$ cat config.mk
export PLATFORM = sky130hd
export DESIGN_NAME = dram_cmd_sequencer
export DESIGN_NICKNAME = d
export VERILOG_FILES = /design/src/rtl/dram_cmd_sequencer.sv
export SDC_FILE = /design/constraint.sdc
export NUM_CORES = 1
export LEC_CHECK = 0
export ABC_CLOCK_PERIOD_IN_PS = 3870
export BUFFER_PORTS_ARGS = -buffer_cell sky130_fd_sc_hd__clkbuf_2
export CORE_MARGIN = 1.5
export CORE_UTILIZATION = 60
export CTS_CLUSTER_DIAMETER = 80
export DETAILED_ROUTE_END_ITERATION = 12
export GPL_TIMING_DRIVEN = 1
export PLACE_DENSITY = 0.77
export SLEW_MARGIN = 20
export SYNTH_ARGS = -nofsm -noshare
export SYNTH_HDL_FRONTEND = slang
export SYNTH_SLANG_ARGS = --single-unit
$ cat constraint.sdc
create_clock -name clk -period 3.87 [get_ports clk]
set_clock_uncertainty 0.1 [all_clocks]
set_input_delay 1.161 -clock clk [delete_from_list [all_inputs] [get_ports clk]]
set_output_delay 1.161 -clock clk [all_outputs]
set_load 0.05 [all_outputs]
$ cat src/rtl/dram_cmd_sequencer.sv
// rtl/dram_cmd_sequencer.sv - expands memory requests into PRE/ACT/RD/WR/REF DDR commands with bank timing
// Optional macro CLOSED_PAGE_EN: precharge the bank after every column command (closed-page policy).
module dram_cmd_sequencer #(
    parameter int BG_WIDTH     = 2,
    parameter int BANK_WIDTH   = 2,
    parameter int ROW_WIDTH    = 15,
    parameter int COLUMN_WIDTH = 10,
    parameter int T_RP         = 24,
    parameter int T_RCD        = 24,
    parameter int T_CAS        = 24,
    parameter int T_BURST      = 4,
    parameter int T_CCD        = 8,
    parameter int T_REFI       = 7800,
    parameter int T_RFC        = 350
) (
    input  logic                    clk,
    input  logic                    rst_n,
    input  logic                    req_valid,
    output logic                    req_ready,
    input  logic                    req_write,
    input  logic [BG_WIDTH-1:0]     req_bg,
    input  logic [BANK_WIDTH-1:0]   req_bank,
    input  logic [ROW_WIDTH-1:0]    req_row,
    input  logic [COLUMN_WIDTH-1:0] req_col,
    output logic                    cmd_valid,
    output logic [2:0]              cmd_op,
    output logic [BG_WIDTH-1:0]     cmd_bg,
    output logic [BANK_WIDTH-1:0]   cmd_bank,
    output logic [ROW_WIDTH-1:0]    cmd_row,
    output logic [COLUMN_WIDTH-1:0] cmd_col,
    output logic                    refresh_active
);
    localparam int BW = BG_WIDTH + BANK_WIDTH;
    localparam int NB = 1 << BW;
    localparam int CW = 16;

    localparam logic [2:0] OP_RD = 3'd0, OP_WR = 3'd1, OP_ACT = 3'd2, OP_PRE = 3'd3, OP_REF = 3'd4;

    localparam logic [2:0] S_IDLE     = 3'd0;
    localparam logic [2:0] S_DECIDE   = 3'd1;
    localparam logic [2:0] S_PRE      = 3'd2;
    localparam logic [2:0] S_ACT      = 3'd3;
    localparam logic [2:0] S_COL      = 3'd4;
    localparam logic [2:0] S_REF_PRE  = 3'd5;
    localparam logic [2:0] S_REF      = 3'd6;
    localparam logic [2:0] S_REF_WAIT = 3'd7;

    logic [2:0]              state;
    logic                    phase;
    logic                    started;
    logic [BW-1:0]           q_idx;
    logic                    q_write;
    logic [ROW_WIDTH-1:0]    q_row;
    logic [COLUMN_WIDTH-1:0] q_col;
    logic [NB-1:0]           open_vld;
    logic [ROW_WIDTH-1:0]    open_row [NB];
    logic [CW-1:0]           rtp_cnt  [NB];
    logic [CW-1:0]           trp_cnt, trcd_cnt, tccd_cnt, refi_cnt, rfc_cnt;
    logic                    refresh_pending;
    logic                    ref_hit;
    logic [BW-1:0]           ref_idx;

    assign refresh_pending = (refi_cnt == '0);
    // started keeps req_ready low while reset is held and on the first clock after release
    assign req_ready = started && (state == S_IDLE) && !refresh_pending;

    // Lowest-numbered open bank, for the refresh precharge sweep
    always_comb begin
        ref_hit = 1'b0;
        ref_idx = '0;
        for (int i = NB - 1; i >= 0; i--) begin
            if (open_vld[i]) begin
                ref_hit = 1'b1;
                ref_idx = BW'(i);
            end
        end
    end

    always_ff @(posedge clk or negedge rst_n) begin
        if (!rst_n) begin
            state          <= S_IDLE;
            phase          <= 1'b0;
            started        <= 1'b0;
            q_idx          <= '0;
            q_write        <= 1'b0;
            q_row          <= '0;
            q_col          <= '0;
            open_vld       <= '0;
            trp_cnt        <= '0;
            trcd_cnt       <= '0;
            tccd_cnt       <= '0;
            rfc_cnt        <= '0;
            refi_cnt       <= CW'(T_REFI);
            refresh_active <= 1'b0;
            cmd_valid      <= 1'b0;
            cmd_op         <= '0;
            cmd_bg         <= '0;
            cmd_bank       <= '0;
            cmd_row        <= '0;
            cmd_col        <= '0;
            for (int i = 0; i < NB; i++) begin
                open_row[i] <= '0;
                rtp_cnt[i]  <= '0;
            end
        end else begin
            phase     <= ~phase;
            started   <= 1'b1;
            cmd_valid <= 1'b0;
            cmd_op    <= '0;
            cmd_bg    <= '0;
            cmd_bank  <= '0;
            cmd_row   <= '0;
            cmd_col   <= '0;

            // One DRAM slot per phase=1 clock; loads below override these decrements
            if (phase) begin
                if (trp_cnt  != '0) trp_cnt  <= trp_cnt  - CW'(1);
                if (trcd_cnt != '0) trcd_cnt <= trcd_cnt - CW'(1);
                if (tccd_cnt != '0) tccd_cnt <= tccd_cnt - CW'(1);
                if (refi_cnt != '0) refi_cnt <= refi_cnt - CW'(1);
                if (rfc_cnt  != '0) rfc_cnt  <= rfc_cnt  - CW'(1);
                for (int i = 0; i < NB; i++) begin
                    if (rtp_cnt[i] != '0) rtp_cnt[i] <= rtp_cnt[i] - CW'(1);
                end
            end

            case (state)
                S_IDLE: begin
                    if (refresh_pending) begin
                        state <= S_REF_PRE;
                    end else if (req_valid && req_ready) begin
                        q_idx   <= {req_bg, req_bank};
                        q_write <= req_write;
                        q_row   <= req_row;
                        q_col   <= req_col;
                        state   <= S_DECIDE;
                    end
                end
                S_DECIDE: begin
`ifdef CLOSED_PAGE_EN
                    state <= S_ACT;
`else
                    if (open_vld[q_idx] && open_row[q_idx] == q_row) state <= S_COL;
                    else if (open_vld[q_idx])                        state <= S_PRE;
                    else                                             state <= S_ACT;
`endif
                end
                S_PRE: begin
                    if (phase && rtp_cnt[q_idx] == '0) begin
                        cmd_valid       <= 1'b1;
                        cmd_op          <= OP_PRE;
                        cmd_bg          <= q_idx[BW-1:BANK_WIDTH];
                        cmd_bank        <= q_idx[BANK_WIDTH-1:0];
                        open_vld[q_idx] <= 1'b0;
                        trp_cnt         <= CW'(T_RP - 1);
`ifdef CLOSED_PAGE_EN
                        state           <= S_IDLE;
`else
                        state           <= S_ACT;
`endif
                    end
                end
                S_ACT: begin
                    if (phase && trp_cnt == '0) begin
                        cmd_valid       <= 1'b1;
                        cmd_op          <= OP_ACT;
                        cmd_bg          <= q_idx[BW-1:BANK_WIDTH];
                        cmd_bank        <= q_idx[BANK_WIDTH-1:0];
                        cmd_row         <= q_row;
                        open_vld[q_idx] <= 1'b1;
                        open_row[q_idx] <= q_row;
                        trcd_cnt        <= CW'(T_RCD - 1);
                        state           <= S_COL;
                    end
                end
                S_COL: begin
                    if (phase && trcd_cnt == '0 && tccd_cnt == '0) begin
                        cmd_valid      <= 1'b1;
                        cmd_op         <= q_write ? OP_WR : OP_RD;
                        cmd_bg         <= q_idx[BW-1:BANK_WIDTH];
                        cmd_bank       <= q_idx[BANK_WIDTH-1:0];
                        cmd_col        <= q_col;
                        tccd_cnt       <= CW'(T_CCD - 1);
                        rtp_cnt[q_idx] <= CW'(T_CAS + T_BURST - 1);
`ifdef CLOSED_PAGE_EN
                        state          <= S_PRE;
`else
                        state          <= S_IDLE;
`endif
                    end
                end
                S_REF_PRE: begin
                    if (!ref_hit) begin
                        state <= S_REF;
                    end else if (phase && rtp_cnt[ref_idx] == '0) begin
                        cmd_valid         <= 1'b1;
                        cmd_op            <= OP_PRE;
                        cmd_bg            <= ref_idx[BW-1:BANK_WIDTH];
                        cmd_bank          <= ref_idx[BANK_WIDTH-1:0];
                        open_vld[ref_idx] <= 1'b0;
                        trp_cnt           <= CW'(T_RP - 1);
                        refresh_active    <= 1'b1;
                    end
                end
                S_REF: begin
                    if (phase && trp_cnt == '0) begin
                        cmd_valid      <= 1'b1;
                        cmd_op         <= OP_REF;
                        refresh_active <= 1'b1;
                        rfc_cnt        <= CW'(T_RFC - 1);
                        state          <= S_REF_WAIT;
                    end
                end
                S_REF_WAIT: begin
                    if (phase && rfc_cnt == '0) begin
                        refresh_active <= 1'b0;
                        refi_cnt       <= CW'(T_REFI);
                        state          <= S_IDLE;
                    end
                end
                default: state <= S_IDLE;
            endcase
        end
    end
endmodule

==> flow_metrics.env <==
export IMPL_synth_nets=3479
export IMPL_initial_utilization_pct=60.86
export IMPL_hold_buffers=0
export IMPL_worst_slack_ns=-0.2268
export IMPL_antenna_cells=0
export IMPL_numClockSinks=661
export IMPL_drc_errors=0
export IMPL_clk_path_buf_depth=3
export IMPL_critPathCaptureType="output port"
export IMPL_crit_fanout=3
export IMPL_seq_area_frac_synth_pct=47.05
export IMPL_drive_gt1_share_pct=24.84
export IMPL_synthXorXnorAreaFrac_pct=6.996
export IMPL_rows=88
export IMPL_r2r_slack_ns=0.01
export IMPL_grt_overflow=0
export IMPL_synth_common_cells="dfrtp_1 (653), nor2_1 (427), nand2_1 (313), mux2_2 (273), xnor2_1 (208)"
export IMPL_synthArstFlopShare_pct=100.0
export IMPL_ys_seq_elements=661
export IMPL_fmax_ghz=0.2441
export IMPL_switching_share_pct=21.52
export IMPL_portBuffers=67
export IMPL_crit_start="refi_cnt[10]"
export IMPL_crit_required_ns=2.61
export IMPL_vias_per_cell=6.558
export IMPL_cts_buffers=71
export IMPL_critPathLaunchType="flip-flop"
export IMPL_violations="negative setup slack"
export IMPL_synth_top_area_cell="dfrtp_1"
export IMPL_placed_cells=4246
export IMPL_totalPowerFinal_uw=14650
export IMPL_ff2ff_path_depth=15
export IMPL_wl_per_cell_um=24.90
export IMPL_fin_hold_ws_ns=0.3682
export IMPL_p_clk_share_pct=51.6
export IMPL_synth_compound_area_share_pct=7.597
export IMPL_finalSetupViolCount=1
export IMPL_synth_cell_type_count=91
export IMPL_peakVddDrop_uv=502.4
export IMPL_slew_limit_headroom_pct=38.07
export IMPL_vias=28909
export IMPL_place_congestion=1.035
export IMPL_period_minus_slack_ns=4.097
export IMPL_syn_instance_count=3422
export IMPL_cts_tree="done"
export IMPL_synth_most_common_cell="dfrtp_1"
export IMPL_coreArea_sq_um=57810
export IMPL_drv_cap=0
export IMPL_dieArea_sq_um=60100
export IMPL_synth_edff_count=0
export IMPL_clockRootBuffer="clkbuf_16"
export IMPL_grt_pass1_vias=29317
export IMPL_antenna_found_initial=1
export IMPL_leakagePower_uw=0.01964
export IMPL_timing_hold_violations_final=0
export IMPL_ant_nets=0
export IMPL_endpoint="req_ready"
export IMPL_synthFlopType="dfrtp_1"
export IMPL_dr_pass1_iters=6
export IMPL_status="finished, violations left"
export IMPL_synth_fa_ha_area_share_pct=0.8536
export IMPL_yosysWarnings=0
export IMPL_crit_type="flip-flop to output port"
export IMPL_place_area_sq_um=37400
export IMPL_p_per_area_nw_per_um2=359.1
export IMPL_clk_latency_ns=0.64
export IMPL_detail_route_iter0_violations=3207
export IMPL_synth_top_area_share_pct=46.45
export IMPL_arrival_ns=2.84
export IMPL_r2r_end="open_vld[12]"
export IMPL_grt_start_max_net_pins=103
export IMPL_dp_hpwl_um=76430
export IMPL_ys_top_cells_by_area="dfrtp_1 (46%), mux2_2 (8.7%), mux4_2 (5.2%)"
export IMPL_n_fill_cell=4059
export IMPL_totalWireLength_um=109800
export IMPL_synth_mux_area_share_pct=15.32
export IMPL_max_slew_worst_pin_slew_ns=0.9170
export IMPL_slew_violations=0
export IMPL_final_area_sq_um=40790
export IMPL_syn_to_final_growth_pct=15.94
export IMPL_final_util_pct=70.56
export IMPL_grt_pass1_wl_um=170900
export IMPL_syn_area_per_cell_sq_um=10.28
export IMPL_seqPwrFrac_pct=47.2
export IMPL_rsz0062_at_grt="yes"
export IMPL_io_pins=68
export IMPL_p_sw_uw=3152
export IMPL_die_y_um=245.1
export IMPL_synth_top_family_by_area="simple AND/OR/NAND/NOR gates"
export IMPL_combPwrFrac_pct=1.2
export IMPL_clk_pin_slew_worst_paths_ns=0.06
export IMPL_nets=3643
export IMPL_synthSimpleGateAreaFrac_pct=18.90
export IMPL_fp_dieW_um=245.1
export IMPL_hold_class="flip-flop to flip-flop"
export IMPL_grt_use_total_pct=37.00
export IMPL_fin_cells=4408
export IMPL_intPower_uw=11490
export IMPL_fin_crit_sh_pct=105.9
export IMPL_synth_area_sq_um=35180
export IMPL_r2r_start="open_vld[2]"
export IMPL_cts_htree_levels=3
## area by class of cell
type	instances	area [sq um]	share of cell area (%)
inverter	74	277.8	0.6810
multi-input combinational	2482	17970	44.07
sequential	661	16570	40.61
clock buffer	92	1936	4.746
timing repair buffer	296	2385	5.847
clock inverter	38	691.9	1.696
tap	765	957.2	2.347
## logic make-up after synthesis
logic type               after synthesis
other                                  1
multiplexers                         403
flip-flops                           661
AND/OR/NAND/NOR                     1372
XOR/XNOR                             281
buffers and inverters                279
AO/OA/AOI/OAI                        401
adder cells (fa/ha/maj)               24
## power by group through the flow
stage	sequential (uW)	combinational (uW)	clock, uW
5_1_grt	6910	206	7890
3_3_place_gp	7040	176	0
2_1_floorplan	7040	0.458	0
3_5_place_dp	7040	184	0
6_report	6910	176	7560
4_1_cts	6910	185	7640
## worst min-delay path by stage
| stage | startpoint | to | depth (start not counted) | slack (ns) |
|---|---|---|---|---|
| floorplan | tccd_cnt[13] | tccd_cnt[13] | 1 | 0.33 |
| global placement | tccd_cnt[13] | tccd_cnt[13] | 1 | 0.35 |
| detailed placement | tccd_cnt[13] | tccd_cnt[13] | 1 | 0.35 |
| CTS | tccd_cnt[13] | tccd_cnt[13] | 1 | 0.37 |
| global route | q_col[4] | cmd_col[4] | 1 | 0.39 |
| finish | tccd_cnt[13] | tccd_cnt[13] | 1 | 0.37 |
## placed cells by master (no fill, tap or decap), types with 66 or more instances in the layout
cell and count:
a21oi_1 79, buf_4 199, clkbuf_16 72, clkbuf_2 66, dfrtp_1 645, inv_1 74
mux2_2 272, mux4_2 81, nand2_1 312, nand3_1 107, nor2_1 418, nor3_1 142
nor4_1 105, o21ai_0 82, xnor2_1 208, xor2_1 73
## state kept, by name, indices dropped and copies added (netlist names), 10 cells and up
signal	flops
tccd_cnt	16
q_col	10
q_row	15
cmd_row	15
open_row	240
cmd_col	10
trcd_cnt	16
rfc_cnt	16
refi_cnt	16
open_vld	16
rtp_cnt	256
trp_cnt	16
## stage by stage
stage | TNS [ns] | setup slack, ns
floorplan | 0 | 0.3089
global placement | -4.216 | -0.2018
detailed placement | -4.752 | -0.2127
CTS | -0.4235 | -0.4235
global route | -1.183 | -0.3027
finish | -0.2268 | -0.2268
## layer usage
layer / GRT usage, % / up-vias / routed length [um]
met5: 0 / - / 0
met4: 18.63 / 0 / 6225
li1: - / 12582 / -
met2: 60.26 / 1475 / 52330
met3: 6.582 / 413 / 8430
met1: 47.73 / 14439 / 42780
## what timing repair did
| item | CTS | global route |
|---|---|---|
| endpoints found under the setup margin | 42 | 96 |
| buffers inserted | 11 | 18 |
| cloned | 0 | 3 |
| pin swaps | 9 | 27 |
| resized for setup | 22 | 91 |
## critical path, cell delays in order (launching register included)
cell	delay, ns
dfstp_2	0.37
or4_4	0.55
nor4_4	0.17
nand2b_1	0.12
or4b_4	0.52
nor2b_4	0.15
and3_4	0.15
clkbuf_16	0.16
Power figures use the tool's default switching activity.
